File: config.mk
export PLATFORM = sky130hd
export DESIGN_NAME = serial_sub_ctrl
export DESIGN_NICKNAME = d
export VERILOG_FILES = /design/src/rtl/serial_sub_ctrl.sv
export SDC_FILE = /design/constraint.sdc
export NUM_CORES = 1
export LEC_CHECK = 0
export ABC_AREA = 1
export CAP_MARGIN = 10
export CORE_AREA = 2 2 68 70
export CTS_BUF_LIST = sky130_fd_sc_hd__clkbuf_4
export DETAILED_ROUTE_END_ITERATION = 8
export DIE_AREA = 0 0 70 72
export PLACE_DENSITY = 0.63
export SYNTH_ARGS = -nofsm -noshare
export SYNTH_HDL_FRONTEND = slang
export SYNTH_SLANG_ARGS = --single-unit
File: constraint.sdc
create_clock -name clk -period 1.5 [get_ports clk]
set_clock_uncertainty 0.2 [all_clocks]
set_input_delay 0.3 -clock clk [delete_from_list [all_inputs] [get_ports clk]]
set_output_delay 0.3 -clock clk [all_outputs]
set_load 0.005 [all_outputs]
File: src/rtl/serial_sub_ctrl.sv
// Bit-serial WIDTH-bit subtractor: D = X - Y (mod 2^WIDTH), B = borrow (X < Y), LSB first.
// Latency: start accepted at edge E0 -> done pulses in the cycle after edge E0+WIDTH.
// Backpressure: start is honoured only while ready=1; ignored while busy or done.
module serial_sub_ctrl #(
    parameter int WIDTH = 8
) (
    input  logic             clk,
    input  logic             rst,
    input  logic             start,
    input  logic [WIDTH-1:0] X,
    input  logic [WIDTH-1:0] Y,
    output logic             ready,
    output logic             busy,
    output logic             done,
    output logic [WIDTH-1:0] D,
    output logic             B
);

    localparam int CW = $clog2(WIDTH) + 1;

    typedef enum logic [1:0] {
        S_IDLE = 2'd0,
        S_RUN  = 2'd1,
        S_DONE = 2'd2
    } state_t;

    state_t           state;
    state_t           state_nxt;
    logic [WIDTH-1:0] x_sh;
    logic [WIDTH-1:0] y_sh;
    logic [WIDTH-1:0] r_sh;
    logic [WIDTH-1:0] r_nxt;
    logic             borrow;
    logic [CW-1:0]    cnt;
    logic             xb;
    logic             yb;
    logic             db;
    logic             bo;
    logic             last;

    // One-bit subtractor cell fed from the operand LSBs and the running borrow
    always_comb begin
        xb   = x_sh[0];
        yb   = y_sh[0];
        db   = xb ^ yb ^ borrow;
        bo   = (~xb & yb) | (~(xb ^ yb) & borrow);
        last = (cnt == CW'(WIDTH - 1));
    end

    // Result shadow register takes each new difference bit at its MSB end
    if (WIDTH == 1) begin : g_w1
        assign r_nxt = db;
    end else begin : g_wn
        assign r_nxt = {db, r_sh[WIDTH-1:1]};
    end

    // State register
    always_ff @(posedge clk) begin
        if (rst) begin
            state <= S_IDLE;
        end else begin
            state <= state_nxt;
        end
    end

    // Next-state and status decode; exactly one status flag per state
    always_comb begin
        state_nxt = state;
        ready     = 1'b0;
        busy      = 1'b0;
        done      = 1'b0;
        case (state)
            S_IDLE: begin
                ready = 1'b1;
                if (start) begin
                    state_nxt = S_RUN;
                end
            end
            S_RUN: begin
                busy = 1'b1;
                if (last) begin
                    state_nxt = S_DONE;
                end
            end
            S_DONE: begin
                done      = 1'b1;
                state_nxt = S_IDLE;
            end
            default: begin
                state_nxt = S_IDLE;
            end
        endcase
    end

    // Datapath: capture operands on accept, shift one bit per RUN cycle,
    // publish D/B only on the final bit so the ports hold the last result
    always_ff @(posedge clk) begin
        if (rst) begin
            x_sh   <= '0;
            y_sh   <= '0;
            r_sh   <= '0;
            borrow <= 1'b0;
            cnt    <= '0;
            D      <= '0;
            B      <= 1'b0;
        end else begin
            case (state)
                S_IDLE: begin
                    if (start) begin
                        x_sh   <= X;
                        y_sh   <= Y;
                        borrow <= 1'b0;
                        cnt    <= '0;
                    end
                end
                S_RUN: begin
                    x_sh   <= x_sh >> 1;
                    y_sh   <= y_sh >> 1;
                    r_sh   <= r_nxt;
                    borrow <= bo;
                    if (last) begin
                        D <= r_nxt;
                        B <= bo;
                    end else begin
                        cnt <= cnt + 1'b1;
                    end
                end
                default: begin
                end
            endcase
        end
    end

endmodule

==> impl_metrics.py <==
metrics = {
    "clocking": {
        "clockRootBuffer": "clkbuf_4",
        "cts_made_buffers": 5,
        "h-tree-depth": 2,
        "cts_buffer_depth": 2,
        "cts_tree": "yes",
        "clock_sinks": 39,
        "clk_pin_slew_worst_paths_ns": 0.12,
        "clk_latency_ns": 0.36,
        "hold_buffers": 0,
    },
    "place": {
        "dpl_cell_area_um2": 2080,
        "gp_congestion": 0.791,
        "place_inst": 319,
        "dp_hpwl_um": 2260,
        "io_buffers": 30,
    },
    "timing": {
        "rsz0062_at_grt": "yes",
        "slew_violations": 0,
        "timing.slew.headroom": 0.852,
        "post-route-period-util": 1.01,
        "worst_pin_slew_ns": 0.221,
        "fin_hold_ws_ns": 0.274,
        "finalSetupViolCount": 1,
        "fin_ws_ns": -0.0151,
        "layout_min_cycle_time_ns": 1.52,
        "timing.final.hold_violations": 0,
        "max_freq_mhz": 660,
    },
    "layout": {
        "final_area_um2": 2310,
        "layout_common_cells": "nor2_1 (64), nand2_1 (50), dfxtp_1 (26), clkdlybuf4s50_1 (18), o21ai_1 (17)",
        "layout_commonest_cell": "nor2_1",
        "drive_gt1_frac": 0.235,
        "final_cells": 333,
        "nets": 301,
        "seq_area_um2": 802,
        "antenna_cells": 0,
        "nFillCells": 432,
        "multi_input_area_um2": 873,
        "areaGrowthSynthToFinish_pct": 37.9,
    },
    "floorplanning": {
        "dieArea_um2": 5040,
        "die_h_um": 72,
        "start_util": 0.393,
        "io_pins": 31,
        "core_um2": 4260,
        "num_rows": 24,
        "die_w_um": 70,
    },
    "global_route": {
        "grt_pass1_vias": 1312,
        "grt_max_degree": 35,
        "antenna_found_initial": 0,
        "overflow": 0,
        "grt_pass1_wl_um": 5680,
        "grt_use_total": 0.142,
    },
    "setup_path": {
        "arrival_ns": 1.02,
        "start_kind": "flop",
        "cp_max_fo": 3,
        "critical_path_class": "reg2out",
        "worst_setup_path_end_kind": "primary output",
        "crit_required_ns": 1.00,
    },
    "logic_synthesis": {
        "ys_types": 23,
        "syn_nets": 254,
        "yosysWarnings": 0,
        "synth_seq_cells": 39,
        "yosysSeqAreaShare": 0.466,
        "syn_avg_cell_area_um2": 7.19,
        "syn_inst": 233,
        "synth.cell_area_um2": 1680,
    },
    "power": {
        "ir_worst_vdd_v": 0.000431,
        "power_leakage_nw": 1.03,
        "powerDensity_nw_per_um2": 867,
        "total_power_mw": 2.00,
    },
    "routing": {
        "drc": 0,
        "first_pass_iters": 4,
        "vias": 1533,
        "drt-vias-per-instance": 4.60,
        "wl_um": 3530,
        "wl_per_cell_um": 10.6,
        "drtIter0Drc": 70,
        "drtAntennaViolNets": 0,
    },
    "hold_path": {
        "hold_path.class": "reg2reg",
    },
    "outcome": {
        "status": "complete, but fails checks",
        "violations": "negative setup slack",
    },
    "run": {
        "maxCapViolations": 0,
    },
}
synthesized netlist by cell type, drive strengths merged:
master / n / area [um^2]
a21oi: 4 / 20.0
buf: 8 / 70.1
clkbuf: 2 / 8.75
dfxtp: 39 / 781
fa: 1 / 20.0
ha: 1 / 12.5
inv: 9 / 41.3
nand2: 57 / 234
nand3: 9 / 45.0
nand4: 3 / 18.8
nor2: 68 / 263
o21ai: 31 / 155
or2: 1 / 6.26
path summary, 6_finish.rpt:
check / startpoint / endpoint / slack, ns / cells after the start
max: state[1]$_SDFFE_PP0P_ / busy / -0.02 / 4
min: D[7]$_SDFFE_PP0P_ / D[7]$_SDFFE_PP0P_ / 0.27 / 2
max reg2reg: state[1]$_SDFFE_PP0P_ / x_sh[3]$_SDFFE_PP0P_ / 0.05 / 8
min reg2reg: D[7]$_SDFFE_PP0P_ / D[7]$_SDFFE_PP0P_ / 0.27 / 2
registers in the layout, summed over array words and instances (netlist names):
register / count
D: 8
x_sh: 8
y_sh: 8
r_sh: 7
cnt: 4
state: 2
B: 1
borrow: 1
report_power, final:
part	leakage (nW)	internal, mW	switching [mW]
registers	0.327	1.09	0.0360
logic	0.672	0.169	0.173
clock network	0.0307	0.192	0.343
layout make-up:
| cell class | instances | share of cell area |
|---|---|---|
| multi-input cells | 176 | 0.378 |
| clock buffers | 6 | 0.0195 |
| flip-flops and latches | 39 | 0.347 |
| inverters | 9 | 0.0200 |
| clock inverters | 2 | 0.00325 |
| repair buffers | 49 | 0.204 |
| well taps | 52 | 0.0282 |
critical path, cell delays in order (launching register included):
cell	delay [ns]
dfxtp_4	0.39
inv_4	0.05
nand2_4	0.08
inv_6	0.04
buf_6	0.10
cell families after synthesis:
group / share of synthesized area
compound gates: 0.105
buf+inv: 0.0717
fa+ha+maj: 0.0194
flops: 0.466
simple gates: 0.338
routing by layer:
layer	track usage	share of wire	vias to the layer above
met5	0	0	-
met4	0.0769	0.019	0
met3	0.0347	0.044	8
met2	0.230	0.48	29
met1	0.176	0.46	660
li1	-	-	836
stage by stage:
stage	setup TNS [ns]	utilization	setup WS, ns
4_1_cts	-0.136	0.509	-0.0724
2_1_floorplan	0	-	0.158
3_3_place_gp	-1.93	0.488	-0.132
6_report	-0.0151	0.542	-0.0151
3_5_place_dp	-2.27	0.488	-0.156
5_1_grt	-0.122	0.542	-0.0562
what timing repair did:
item / CTS / global route
buffers inserted: 2 / 3
endpoints found under the setup margin: 24 / 33
pin swaps: 1 / 5
gates resized for setup: 45 / 35
cloned: 0 / 1
Note: power is estimated with default switching activity, not from simulation.
==> patch (same settings) <==
Change the parameter `WIDTH` from 8 to 4.
--- a/src/rtl/serial_sub_ctrl.sv
+++ b/src/rtl/serial_sub_ctrl.sv
@@ -4,3 +4,3 @@
 module serial_sub_ctrl #(
-    parameter int WIDTH = 8
+    parameter int WIDTH = 4
 ) (
Interface: changed (resized D, X and Y); port bits go from 31 to 19. No check against the original RTL was run, so the function may have changed too.
==> patch against the original RTL <==
Routed wire length fell by 35%. Utilization decreased by 21 points. Total power shrank 33%. Final area down 38%. Fmax is 2.0% higher. Cell count shrank 30%. Count of clock-buffer cells in the layout shrank 3. Synthesized cell count down 36%. Area after synthesis down 41%. Sequential cell count fell by 17. Setup slack gained 0.029 ns. Sequential power shrank 44%. Largest cell class unchanged. Largest power group unchanged.
==> patch: results (changes against the original RTL) <==
biggest regs=D: 4 flops, x_sh: 4 flops, y_sh: 4 flops (was D: 8 flops, x_sh: 8 flops, y_sh: 8 flops); Reg-to-Reg End=cnt[1]$_SDFFE_PP0P_ (was x_sh[3]$_SDFFE_PP0P_); crit path max fanout=4 (was 3); syn nets=163 (was 254); Worst IR Drop VDD=414 uV (was 431 uV); Post-synth top cells=48 x nand2_1, 34 x nor2_1, 22 x dfxtp_1 (was 67 x nor2_1, 53 x nand2_1, 39 x dfxtp_1); outcome=finished clean (was complete, but fails checks); CLK BUF=3 (was 6); Inverters=17 (was 9); gr usage total=9.72% (was 14.2%); WL/cell=9.79 microns (was 10.6 microns); Non-CTS buffers=33 (was 49); global-route wire length before repair=3.95 mm (was 5.68 mm); Net count, final=197 (was 301); Final GP Congestion=0.736 (was 0.791); pin count of the biggest net entering global routing=16 (was 35); worst skew pair latency=0.32 ns (was 0.36 ns); Cells after Synth=149 (was 233); post-CTS setup repair buffer count=1 (was 2); register area share after synthesis=44.4% (was 46.6%); fraction of area in multi-input gates=35.1% (was 37.8%); Unique masters post-synth=15 (was 23); worst reg2reg path depth=7 (was 8); Placed Instances=229 (was 319); initial drt markers=53 (was 70); vias per std cell=4.01 (was 4.60); Data buffer area share=20.4% (about the same); Leak=0.683 nW (was 1.03 nW)
[patch: cell count changes after synthesis, sizes merged]
cell    before  now
nor2        68   34
o21ai       31    6
dfxtp       39   22
nand2       57   48
inv          9   16
buf          8    3
nand4        3    0
clkbuf       2    1
clkinv       0    1
ha           1    2
nand3        9   10
[patch: logic make-up after synthesis]
kind of cell    after synthesis  share of synthesized area [%]
simple gates                 93                           36.7
flops                        22                           44.4
buf+inv                      21                           8.84
compound gates               10                           5.43
fa+ha+maj                     3                           4.55
[patch: stage by stage]
step	area (sq um)	setup slack (ns)	utilization, %
4_1_cts	1400	-0.00324	32.8
2_1_floorplan	991	0.148	-
3_3_place_gp	1330	-0.0933	31.2
5_1_grt	1430	-0.0477	33.5
6_report	1430	0.0140	33.5
3_5_place_dp	1330	-0.0961	31.2
[patch: worst max-delay path, cell delays in order, from the launching register on]
cell	delay, ns
dfxtp_4	0.42
inv_2	0.04
nor2_1	0.09
buf_2	0.11
[patch: layer usage]
metal	up-vias	routed length (microns)	track usage [%]
met5	-	0	0
met2	24	1000	16.0
li1	517	-	-
met1	392	1130	12.2
met4	0	47	4.49
met3	5	110	2.22
[patch: worst max-delay path by stage]
stage                                from                   to  cells past startpoint
CTS                 state[0]$_SDFFE_PP0P_                ready                      3
finish              state[1]$_SDFFE_PP0P_                 done                      3
global placement    state[1]$_SDFFE_PP0P_                 busy                      2
detailed placement                    rst  cnt[1]$_SDFFE_PP0P_                      5
global route        state[0]$_SDFFE_PP0P_                ready                      3
floorplan             cnt[0]$_SDFFE_PP0P_  cnt[0]$_SDFFE_PP0P_                      6
[patch: where the power goes]
group          leakage (nW)  switching [mW]  total [mW]  internal [mW]
clock                0.0279           0.195       0.466          0.270
combinational         0.470           0.117       0.231          0.114
sequential            0.185          0.0181       0.636          0.618
total                 0.683           0.330        1.33           1.00
